### config.mk
export PLATFORM = sky130hd
export DESIGN_NAME = sort_frame_loader_flat
export DESIGN_NICKNAME = d
export VERILOG_FILES = /design/src/rtl/sort_pkg.sv /design/src/rtl/sort_frame_loader_if.sv /design/src/rtl/frame_shadow_buf.sv /design/src/rtl/sort_frame_loader.sv /design/src/flat_wrapper.sv
export SDC_FILE = /design/constraint.sdc
export NUM_CORES = 1
export LEC_CHECK = 0
export BUFFER_PORTS_ARGS = -buffer_cell sky130_fd_sc_hd__buf_4
export CORE_MARGIN = 4
export CORE_UTILIZATION = 40
export CTS_BUF_LIST = sky130_fd_sc_hd__clkbuf_8
export DETAILED_ROUTE_END_ITERATION = 10
export PLACE_DENSITY = 0.66
export REMOVE_ABC_BUFFERS = 1
export SYNTH_ARGS = -nofsm -noshare
export SYNTH_HDL_FRONTEND = slang
export SYNTH_SLANG_ARGS = --single-unit
### constraint.sdc
create_clock -name clk -period 3 [get_ports clk]
set_clock_uncertainty 0.15 [all_clocks]
set_input_delay 0.45 -clock clk [delete_from_list [all_inputs] [get_ports clk]]
set_output_delay 0.45 -clock clk [all_outputs]
set_load 0.1 [all_outputs]
### src/rtl/sort_pkg.sv
// Shared definitions for the sorter frame loader: sizes, pad value, sorter
// latency, the loader FSM encoding and the frame/count types.
package sort_pkg;

  localparam int W        = 8;   // element width
  localparam int N        = 8;   // elements per frame (sorter port count)
  localparam int SORT_LAT = 2;   // sorter latency in clk cycles, >= 1
  localparam logic [W-1:0] PAD = '0;  // value loaded into unfilled slots

  localparam int CNT_W = 4;                    // frm_count width, holds 0..8
  localparam int IDX_W = $clog2(N);            // fill index width
  localparam int LAT_W = $clog2(SORT_LAT + 1); // latency counter width

  typedef logic [CNT_W-1:0]      cnt_t;
  typedef logic [N-1:0][W-1:0]   frame_t;  // element 0 is slot 1

  typedef enum logic [1:0] {
    IDLE,    // no frame outstanding
    WAIT,    // frame published, sorter output not yet valid
    RESULT   // sorter output valid, waiting for res_ready
  } state_t;

endpackage

### src/rtl/sort_frame_loader_if.sv
// Bus between the loader, the byte-stream producer and the sorted-result
// consumer. The slave modport is the loader; master is the outside world.
//
// Handshakes: a beat moves on a rising clk edge where s_valid && s_ready;
// a result is taken on a rising clk edge where res_valid && res_ready.
// valid must not depend on ready; s_ready and res_valid are registered.
interface sort_frame_loader_if;
  import sort_pkg::*;

  logic [W-1:0] s_data;
  logic         s_valid;
  logic         s_last;
  logic         s_ready;
  logic [W-1:0] frm1, frm2, frm3, frm4, frm5, frm6, frm7, frm8;
  cnt_t         frm_count;
  logic         res_valid;
  logic         res_ready;

  modport slave (
    input  s_data, s_valid, s_last, res_ready,
    output s_ready, frm1, frm2, frm3, frm4, frm5, frm6, frm7, frm8,
           frm_count, res_valid
  );

  modport master (
    output s_data, s_valid, s_last, res_ready,
    input  s_ready, frm1, frm2, frm3, frm4, frm5, frm6, frm7, frm8,
           frm_count, res_valid
  );

endinterface

### src/rtl/frame_shadow_buf.sv
// Shadow buffer: gathers beats into a frame, pads short frames on close and
// holds the finished frame until the loader publishes it.
module frame_shadow_buf
  import sort_pkg::*;
(
  input  logic         clk,
  input  logic         rst_n,
  input  logic [W-1:0] s_data,
  input  logic         s_valid,
  input  logic         s_last,
  input  logic         publish,   // loader copies the shadow out this edge
  output logic         s_ready,
  output logic         full,      // complete frame waiting to be published
  output cnt_t         sh_count,
  output frame_t       shadow
);

  logic [IDX_W-1:0] idx_q;
  logic             full_q;
  logic             rdy_q;
  cnt_t             cnt_q;
  frame_t           sh_q;
  logic             accept;
  logic             close;
  logic             full_nxt;

  assign accept = s_valid && rdy_q;
  assign close  = accept && (s_last || (idx_q == IDX_W'(N - 1)));

  // Accept and publish never coincide: accept needs !full, publish needs full.
  assign full_nxt = publish ? 1'b0 : (close ? 1'b1 : full_q);

  // Fill index, shadow contents, count and the registered ready.
  always_ff @(posedge clk or negedge rst_n) begin
    if (!rst_n) begin
      idx_q  <= '0;
      full_q <= 1'b0;
      rdy_q  <= 1'b0;
      cnt_q  <= '0;
      sh_q   <= '0;
    end else begin
      full_q <= full_nxt;
      rdy_q  <= !full_nxt;
      if (accept) begin
        sh_q[idx_q] <= s_data;
        if (close) begin
          for (int i = 0; i < N; i++) begin
            if (i > int'(idx_q)) sh_q[i] <= PAD;
          end
          cnt_q <= cnt_t'(idx_q) + cnt_t'(1);
          idx_q <= '0;
        end else begin
          idx_q <= idx_q + 1'b1;
        end
      end
    end
  end

  assign s_ready  = rdy_q;
  assign full     = full_q;
  assign sh_count = cnt_q;
  assign shadow   = sh_q;

endmodule

### src/rtl/sort_frame_loader.sv
// Feeds the 8-input sorter: publishes complete frames from the shadow buffer
// atomically, then flags res_valid once the sorter output reflects them.
module sort_frame_loader
  import sort_pkg::*;
(
  input  logic                 clk,
  input  logic                 rst_n,
  sort_frame_loader_if.slave   bus,
  output state_t               dbg_state
);

  state_t           state_q, state_d;
  logic [LAT_W-1:0] lat_q, lat_d;
  logic             publish;
  logic             sh_full;
  cnt_t             sh_count;
  frame_t           shadow;
  frame_t           frm_q;
  cnt_t             frm_cnt_q;

  frame_shadow_buf u_shadow (
    .clk      (clk),
    .rst_n    (rst_n),
    .s_data   (bus.s_data),
    .s_valid  (bus.s_valid),
    .s_last   (bus.s_last),
    .publish  (publish),
    .s_ready  (bus.s_ready),
    .full     (sh_full),
    .sh_count (sh_count),
    .shadow   (shadow)
  );

  // State, latency counter and the published frame registers.
  always_ff @(posedge clk or negedge rst_n) begin
    if (!rst_n) begin
      state_q   <= IDLE;
      lat_q     <= '0;
      frm_q     <= '0;
      frm_cnt_q <= '0;
    end else begin
      state_q <= state_d;
      lat_q   <= lat_d;
      if (publish) begin
        frm_q     <= shadow;
        frm_cnt_q <= sh_count;
      end
    end
  end

  // Next state: publish from IDLE or on result handoff, count down the
  // sorter latency in WAIT, hold the result until it is taken.
  always_comb begin
    state_d = state_q;
    lat_d   = lat_q;
    publish = 1'b0;
    case (state_q)
      IDLE: begin
        if (sh_full) begin
          publish = 1'b1;
          state_d = WAIT;
          lat_d   = LAT_W'(SORT_LAT - 1);
        end
      end
      WAIT: begin
        if (lat_q == '0) state_d = RESULT;
        else             lat_d   = lat_q - 1'b1;
      end
      RESULT: begin
        if (bus.res_ready) begin
          if (sh_full) begin
            publish = 1'b1;
            state_d = WAIT;
            lat_d   = LAT_W'(SORT_LAT - 1);
          end else begin
            state_d = IDLE;
          end
        end
      end
      default: state_d = IDLE;
    endcase
  end

  assign bus.res_valid = (state_q == RESULT);
  assign bus.frm_count = frm_cnt_q;
  assign bus.frm1      = frm_q[0];
  assign bus.frm2      = frm_q[1];
  assign bus.frm3      = frm_q[2];
  assign bus.frm4      = frm_q[3];
  assign bus.frm5      = frm_q[4];
  assign bus.frm6      = frm_q[5];
  assign bus.frm7      = frm_q[6];
  assign bus.frm8      = frm_q[7];
  assign dbg_state     = state_q;

endmodule

### src/flat_wrapper.sv
// flat-port wrapper written by rule: the top's interface ports become plain ports
module sort_frame_loader_flat import sort_pkg::*;
  (clk, rst_n, dbg_state, bus_s_data, bus_s_valid, bus_s_last, bus_res_ready, bus_s_ready, bus_frm1, bus_frm2, bus_frm3, bus_frm4, bus_frm5, bus_frm6, bus_frm7, bus_frm8, bus_frm_count, bus_res_valid);
  sort_frame_loader_if bus_i ();
  input  logic clk;
  input  logic rst_n;
  output state_t dbg_state;
  input wire logic [$bits(bus_i.s_data)-1:0] bus_s_data;
  input wire logic [$bits(bus_i.s_valid)-1:0] bus_s_valid;
  input wire logic [$bits(bus_i.s_last)-1:0] bus_s_last;
  input wire logic [$bits(bus_i.res_ready)-1:0] bus_res_ready;
  output wire logic [$bits(bus_i.s_ready)-1:0] bus_s_ready;
  output wire logic [$bits(bus_i.frm1)-1:0] bus_frm1;
  output wire logic [$bits(bus_i.frm2)-1:0] bus_frm2;
  output wire logic [$bits(bus_i.frm3)-1:0] bus_frm3;
  output wire logic [$bits(bus_i.frm4)-1:0] bus_frm4;
  output wire logic [$bits(bus_i.frm5)-1:0] bus_frm5;
  output wire logic [$bits(bus_i.frm6)-1:0] bus_frm6;
  output wire logic [$bits(bus_i.frm7)-1:0] bus_frm7;
  output wire logic [$bits(bus_i.frm8)-1:0] bus_frm8;
  output wire logic [$bits(bus_i.frm_count)-1:0] bus_frm_count;
  output wire logic [$bits(bus_i.res_valid)-1:0] bus_res_valid;
  assign bus_i.s_data = bus_s_data;
  assign bus_i.s_valid = bus_s_valid;
  assign bus_i.s_last = bus_s_last;
  assign bus_i.res_ready = bus_res_ready;
  assign bus_s_ready = bus_i.s_ready;
  assign bus_frm1 = bus_i.frm1;
  assign bus_frm2 = bus_i.frm2;
  assign bus_frm3 = bus_i.frm3;
  assign bus_frm4 = bus_i.frm4;
  assign bus_frm5 = bus_i.frm5;
  assign bus_frm6 = bus_i.frm6;
  assign bus_frm7 = bus_i.frm7;
  assign bus_frm8 = bus_i.frm8;
  assign bus_frm_count = bus_i.frm_count;
  assign bus_res_valid = bus_i.res_valid;
  sort_frame_loader u_core (.clk(clk), .rst_n(rst_n), .bus(bus_i), .dbg_state(dbg_state));
endmodule
# == Word level (Yosys, flattened, before mapping) ==
# Cells that the tools add are included.
# totals
register_bits,145
# classes
addsub,3
magnitude_cmp,9
eq_ne,7
muxes,26
reduce_logical,11
# op_table
operator,n
64-bit bitwise mux,1
8-bit 2-to-1 mux,8
56-bit 2-to-1 mux,1
8-bit demux with 3-bit select,1
"3-bit > comparator, first input constant",4
2-bit 2-to-1 mux,6
2-bit one-hot mux with 3 select lines,2
"2-bit by 3-bit > comparator with 1-bit output, first input constant",2
"2-bit inequality test, second input constant",3
3-bit AND reduction,2
1-bit 2-to-1 mux,5
"3-bit by 1-bit adder with 4-bit output, second input constant",1
2-bit logical NOT,2
"3-bit by 4-bit < comparator with 1-bit output, second input constant",1
"3-bit by 1-bit adder with 3-bit output, second input constant",1
"3-bit equality test, second input constant",1
"3-bit by 1-bit greater-or-equal comparator with 1-bit output, second input constant",1
"1-bit by 3-bit > comparator with 1-bit output, first input constant",1
1-bit logical AND,3
3-bit 2-to-1 mux,1
3-bit nonzero test,1
"2-bit by 1-bit equality test with 1-bit output, second input constant",1
"2-bit equality test, second input constant",1
"2-bit by 1-bit inequality test with 1-bit output, second input constant",1
other kinds (5),5

# == Longest topological paths before layout ==
# logic_depth
word_depth,7
depth_mapped,6
ltp_nobuf,5

# == Hierarchy ==
# From an unflattened synthesis, not the netlist that was laid out.
# hier_totals
hier_cells,492
hier_area_um2,6067.1
# modules_own_cells
mod,n_inst,cells_per_inst,area_per_inst_um2,seq_area_each_um2
frame_shadow_buf,1,328,3304.4,1826.8
sort_frame_loader,1,164,2762.6,1801.7

# == Least setup slack after synthesis ==
# OpenSTA, ideal clock, no wires.
# synth_path
path_type,register -> output
from,"register u_core.state_q[1], in the netlist u_core.dbg_state[1]"
to,output bus_res_valid
t_arrival_ns,2.381
path_slack_ns,0.019
path_stages_with_launch,2
cell_sequence,dfrtp_1 > nor2b_1
# synth_via
elab_chain_len,1
# synth_rtl
item,line_no,rtl
from (decl),sort_frame_loader.sv:12,"state_t state_q, state_d;"
from (signal assigned),sort_frame_loader.sv:42,state_q <= state_d;
2-bit equality test,sort_frame_loader.sv:84,assign bus.res_valid = (state_q == RESULT);
to (decl),flat_wrapper.sv:22,output wire logic [$bits(bus_i.res_valid)-1:0] bus_res_valid;
# No other way between the ends.

# == Worst setup path in the final report ==
# layout_path
from,register u_core.u_shadow.idx_q[1]
to,register u_core.u_shadow.sh_q (netlist bit u_core.u_shadow.shadow[19])
# layout_via
elab_chain_len,7
word_cells_on_any_way,12
cone_classes,order compare: 3; eq/ne: 1; mux: 5; reduce/logical: 3
# layout_rtl
item,line_no,rtl
from (decl),frame_shadow_buf.sv:18,logic [IDX_W-1:0] idx_q;
from (signal assigned),frame_shadow_buf.sv:53,idx_q <= idx_q + 1'b1;
3-bit by 4-bit < comparator with 1-bit output (implied by the code) / 3-bit by 1-bit greater-or-equal comparator with 1-bit output (equally long branches),frame_shadow_buf.sv:45,sh_q[idx_q] <= s_data;
1-bit logical AND (implied by the code),frame_shadow_buf.sv:45,
8-bit 2-to-1 mux (implied by the code),frame_shadow_buf.sv:45,
8-bit demux with 3-bit select,frame_shadow_buf.sv:45,
64-bit bitwise mux,frame_shadow_buf.sv:45,
8-bit 2-to-1 mux,frame_shadow_buf.sv:48,if (i > int'(idx_q)) sh_q[i] <= PAD;
56-bit 2-to-1 mux *,frame_shadow_buf.sv:46,if (close) begin
"to (signal, indexed assignment)",frame_shadow_buf.sv:45,
to (decl),frame_shadow_buf.sv:22,frame_t sh_q;
# Every way passes the cells marked *; elsewhere a longest branch is shown, timed or not.
# A chain may end at the register's enable or synchronous reset.

==> metrics.txt <==
status=complete, no violations; Unique masters post-synth=42; first-pass GRT wire length=22.1 mm; n_diodes=0; number of CTS-inserted buffers=17; initial antenna violation count=0; Seq/Total Area, Yosys=0.594; number of nets still failing antenna checks after routing=0; GPL Wtd Cong=0.837; I/O Buffers=84; IO Pins=85; mapped cell area=between 6000 and 7000 um^2; final wirelength=13.8 mm; Mapped Cells=490; CP peak stage delay=0.67 ns; Post-synth EDFFs=0; delay-heaviest family, CP=flip-flops; CP startpoint kind=flip-flop; syn_area_per_cell=12.5 um^2; Core Footprint=~15000 um^2; post-layout util=0.491; Slew Viols, Final=0; total number of vias=about 4000; largest net degree at the start of global routing=71; unrepaired setup endpoints after global routing=no; Yosys Warn Count=0; maxcap violations=0; relative max-transition margin=0.441; Nets=approximately 580; Clock Sinks=roughly 150; vias in the first global route=4123; FP Rows=44; measured slew at the worst slew-check pin=0.839 ns; Root Driver=clkbuf_8; Synth-to-Final Area Change=18.5%; DRC viols=0; Overflow after GRT=0; Crit path top cell by count=ha_1; FMAX=0.405 GHz; Sum Neg Setup Slack=0 ns; DR iter-0 viols=334; CTS tree=done; H-Tree Depth=4; Clock transition at path regs=0.08 ns; Max stage delay cell, worst path=dfrtp_1; Final Hold Viols=0; Tot GR Track Use=0.161; critical path peak fanout=13; fin crit share=0.823; Die Ht=132 um; wire per inst=18.1 um; flops & latches, synth=145; Required @ worst endpoint=3.15 ns; die width=~130 um; average vias per placed instance=5.33; Synth async-reset ratio=1.00; fill count=approximately 1300; initial core utilization=0.414; Final setup viols=0; worst endpoint data arrival time=about 2.6 ns; Clock Latency Late Sink=0.44 ns; clock buffer depth=2; Setup Crit Path Kind=reg -> reg; worst-path cell chain=ha_1 > ha_1 > o211ai_2 > nor4_4 > a21oi_1; min-delay worst type=in -> reg; share of cells above drive strength 1=0.382; CP endpoint kind=flip-flop; die area=17300 um^2; hpwl dp=8.99 mm; post-CTS sizing=0; post-route minimum period=2.47 ns; Buf/Inv on CP=0; top_reg_cell synth=dfrtp_1; drt pass-1 iters=4
[synth_stat cells, types with 2 or more instances]
master,count,area (um^2)
ha_1,5,62.6
clkbuf_1,16,60.1
nor2_1,3,11.3
a21oi_1,56,280
nor3_4,2,32.5
buf_2,8,40.0
o21ai_0,59,295
and2_1,2,12.5
nand3b_1,2,15.0
nand3_1,57,285
a22o_1,2,17.5
nor2b_1,3,18.8
nand2_1,6,22.5
buf_6,6,67.6
dfrtp_1,145,3630
mux2_2,71,800
inv_1,5,18.8
mux2_4,8,120
nand2b_2,2,17.5
buf_4,9,67.6
clkbuf_2,2,10.0
[tightest hold or removal path, cell delays in order]
cell,delay (ns)
buf_4,0.16
nand3_1,0.08
a21oi_1,0.05
[repair_timing]
action | 4_1_cts | 5_1_grt
setup buffers | 0 | 0
endpoints found under the hold margin | 67 | 0
hold buffers | 1 | 0
[cell type report]
| class | count | area [um^2] | area share |
|---|---|---|---|
| tap | 184 | 230 | 0.0318 |
| timing repair buffer | 95 | 744 | 0.103 |
| clock inverter | 11 | 111 | 0.0154 |
| multi-input combinational | 299 | 2220 | 0.307 |
| sequential | 145 | 3630 | 0.501 |
| inverter | 5 | 18.8 | 0.00259 |
| clock buffer | 21 | 289 | 0.0399 |
[per-layer routing]
metal  track usage  wire, um  up-vias
li1              -         -     1885
met3        0.0539       916       22
met2         0.243      6430      115
met1         0.216      6140     2031
met5             0         0        -
met4        0.0630       285        0
[stage by stage]
stage               setup WS (ns)  hold WS [ns]  instance area, um^2  std cells
finish                      0.532         0.195                 7240        760
global route                0.419         0.172                 7240        760
CTS                         0.549         0.161                 7240        760
detailed placement          0.555         0.330                 6830        727
global placement            0.631         0.313                 6830        727
floorplan                  0.0189       0.00441                 5870        449
[sequential cells by signal, summed over array words and instances, names as in the netlist]
name                      cells
u_core.u_shadow.shadow       64
u_core.bus.frm1               8
u_core.bus.frm2               8
u_core.bus.frm3               8
u_core.bus.frm4               8
u_core.bus.frm5               8
u_core.bus.frm6               8
u_core.bus.frm7               8
u_core.bus.frm8               8
u_core.bus.frm_count          4
u_core.u_shadow.sh_count      4
u_core.u_shadow.idx_q         3
u_core.dbg_state              2
u_core.lat_q                  2
u_core.u_shadow.full          1
u_core.u_shadow.s_ready       1
[worst paths after layout]
check | startpoint | to | slack [ns] | cells past startpoint
hold / removal | bus_s_data[6] | u_core.u_shadow.shadow[30]$_DFFE_PN0P_ | 0.20 | 3
setup / recovery | u_core.u_shadow.idx_q[1]$_DFFE_PN0P_ | u_core.u_shadow.shadow[19]$_DFFE_PN0P_ | 0.53 | 5
max in group asynchronous | rst_n | u_core.u_shadow.shadow[3]$_DFFE_PN0P_ | 1.53 | 3
min in group asynchronous | rst_n | u_core.u_shadow.shadow[50]$_DFFE_PN0P_ | 0.43 | 2
hold reg to reg | u_core.lat_q[0]$_DFFE_PN0P_ | u_core.lat_q[0]$_DFFE_PN0P_ | 0.34 | 1
setup reg to reg | u_core.u_shadow.idx_q[1]$_DFFE_PN0P_ | u_core.u_shadow.shadow[19]$_DFFE_PN0P_ | 0.53 | 5
[logic make-up after synthesis]
kind of cell / after synthesis / synth area share
AOI/OAI and AO/OA: 126 / 0.112
adders and majority gates: 5 / 0.0102
buffers and inverters: 46 / 0.0432
DFF: 145 / 0.594
muxes: 80 / 0.152
and+or+nand+nor: 88 / 0.0888
[layout by cell type (no fill, tap or decap), types with 2 or more instances in the layout]
master and count:
nand2b_2 2, nor2b_1 3, clkinvlp_4 3, nor2_1 3, buf_12 2, a21oi_1 56
clkbuf_8 21, mux2_2 71, clkinv_2 5, dfrtp_1 145, and2_1 2, nor3_4 2
nand3_1 57, ha_1 5, inv_1 6, buf_4 91, nand2_1 6, nand3b_1 2
o21ai_0 59, bufinv_16 2, mux2_4 8, a22o_1 2
Power is left out: the tool's default activity adds up to more than one toggle a clock period on the data nets, which glitch-free logic cannot reach.
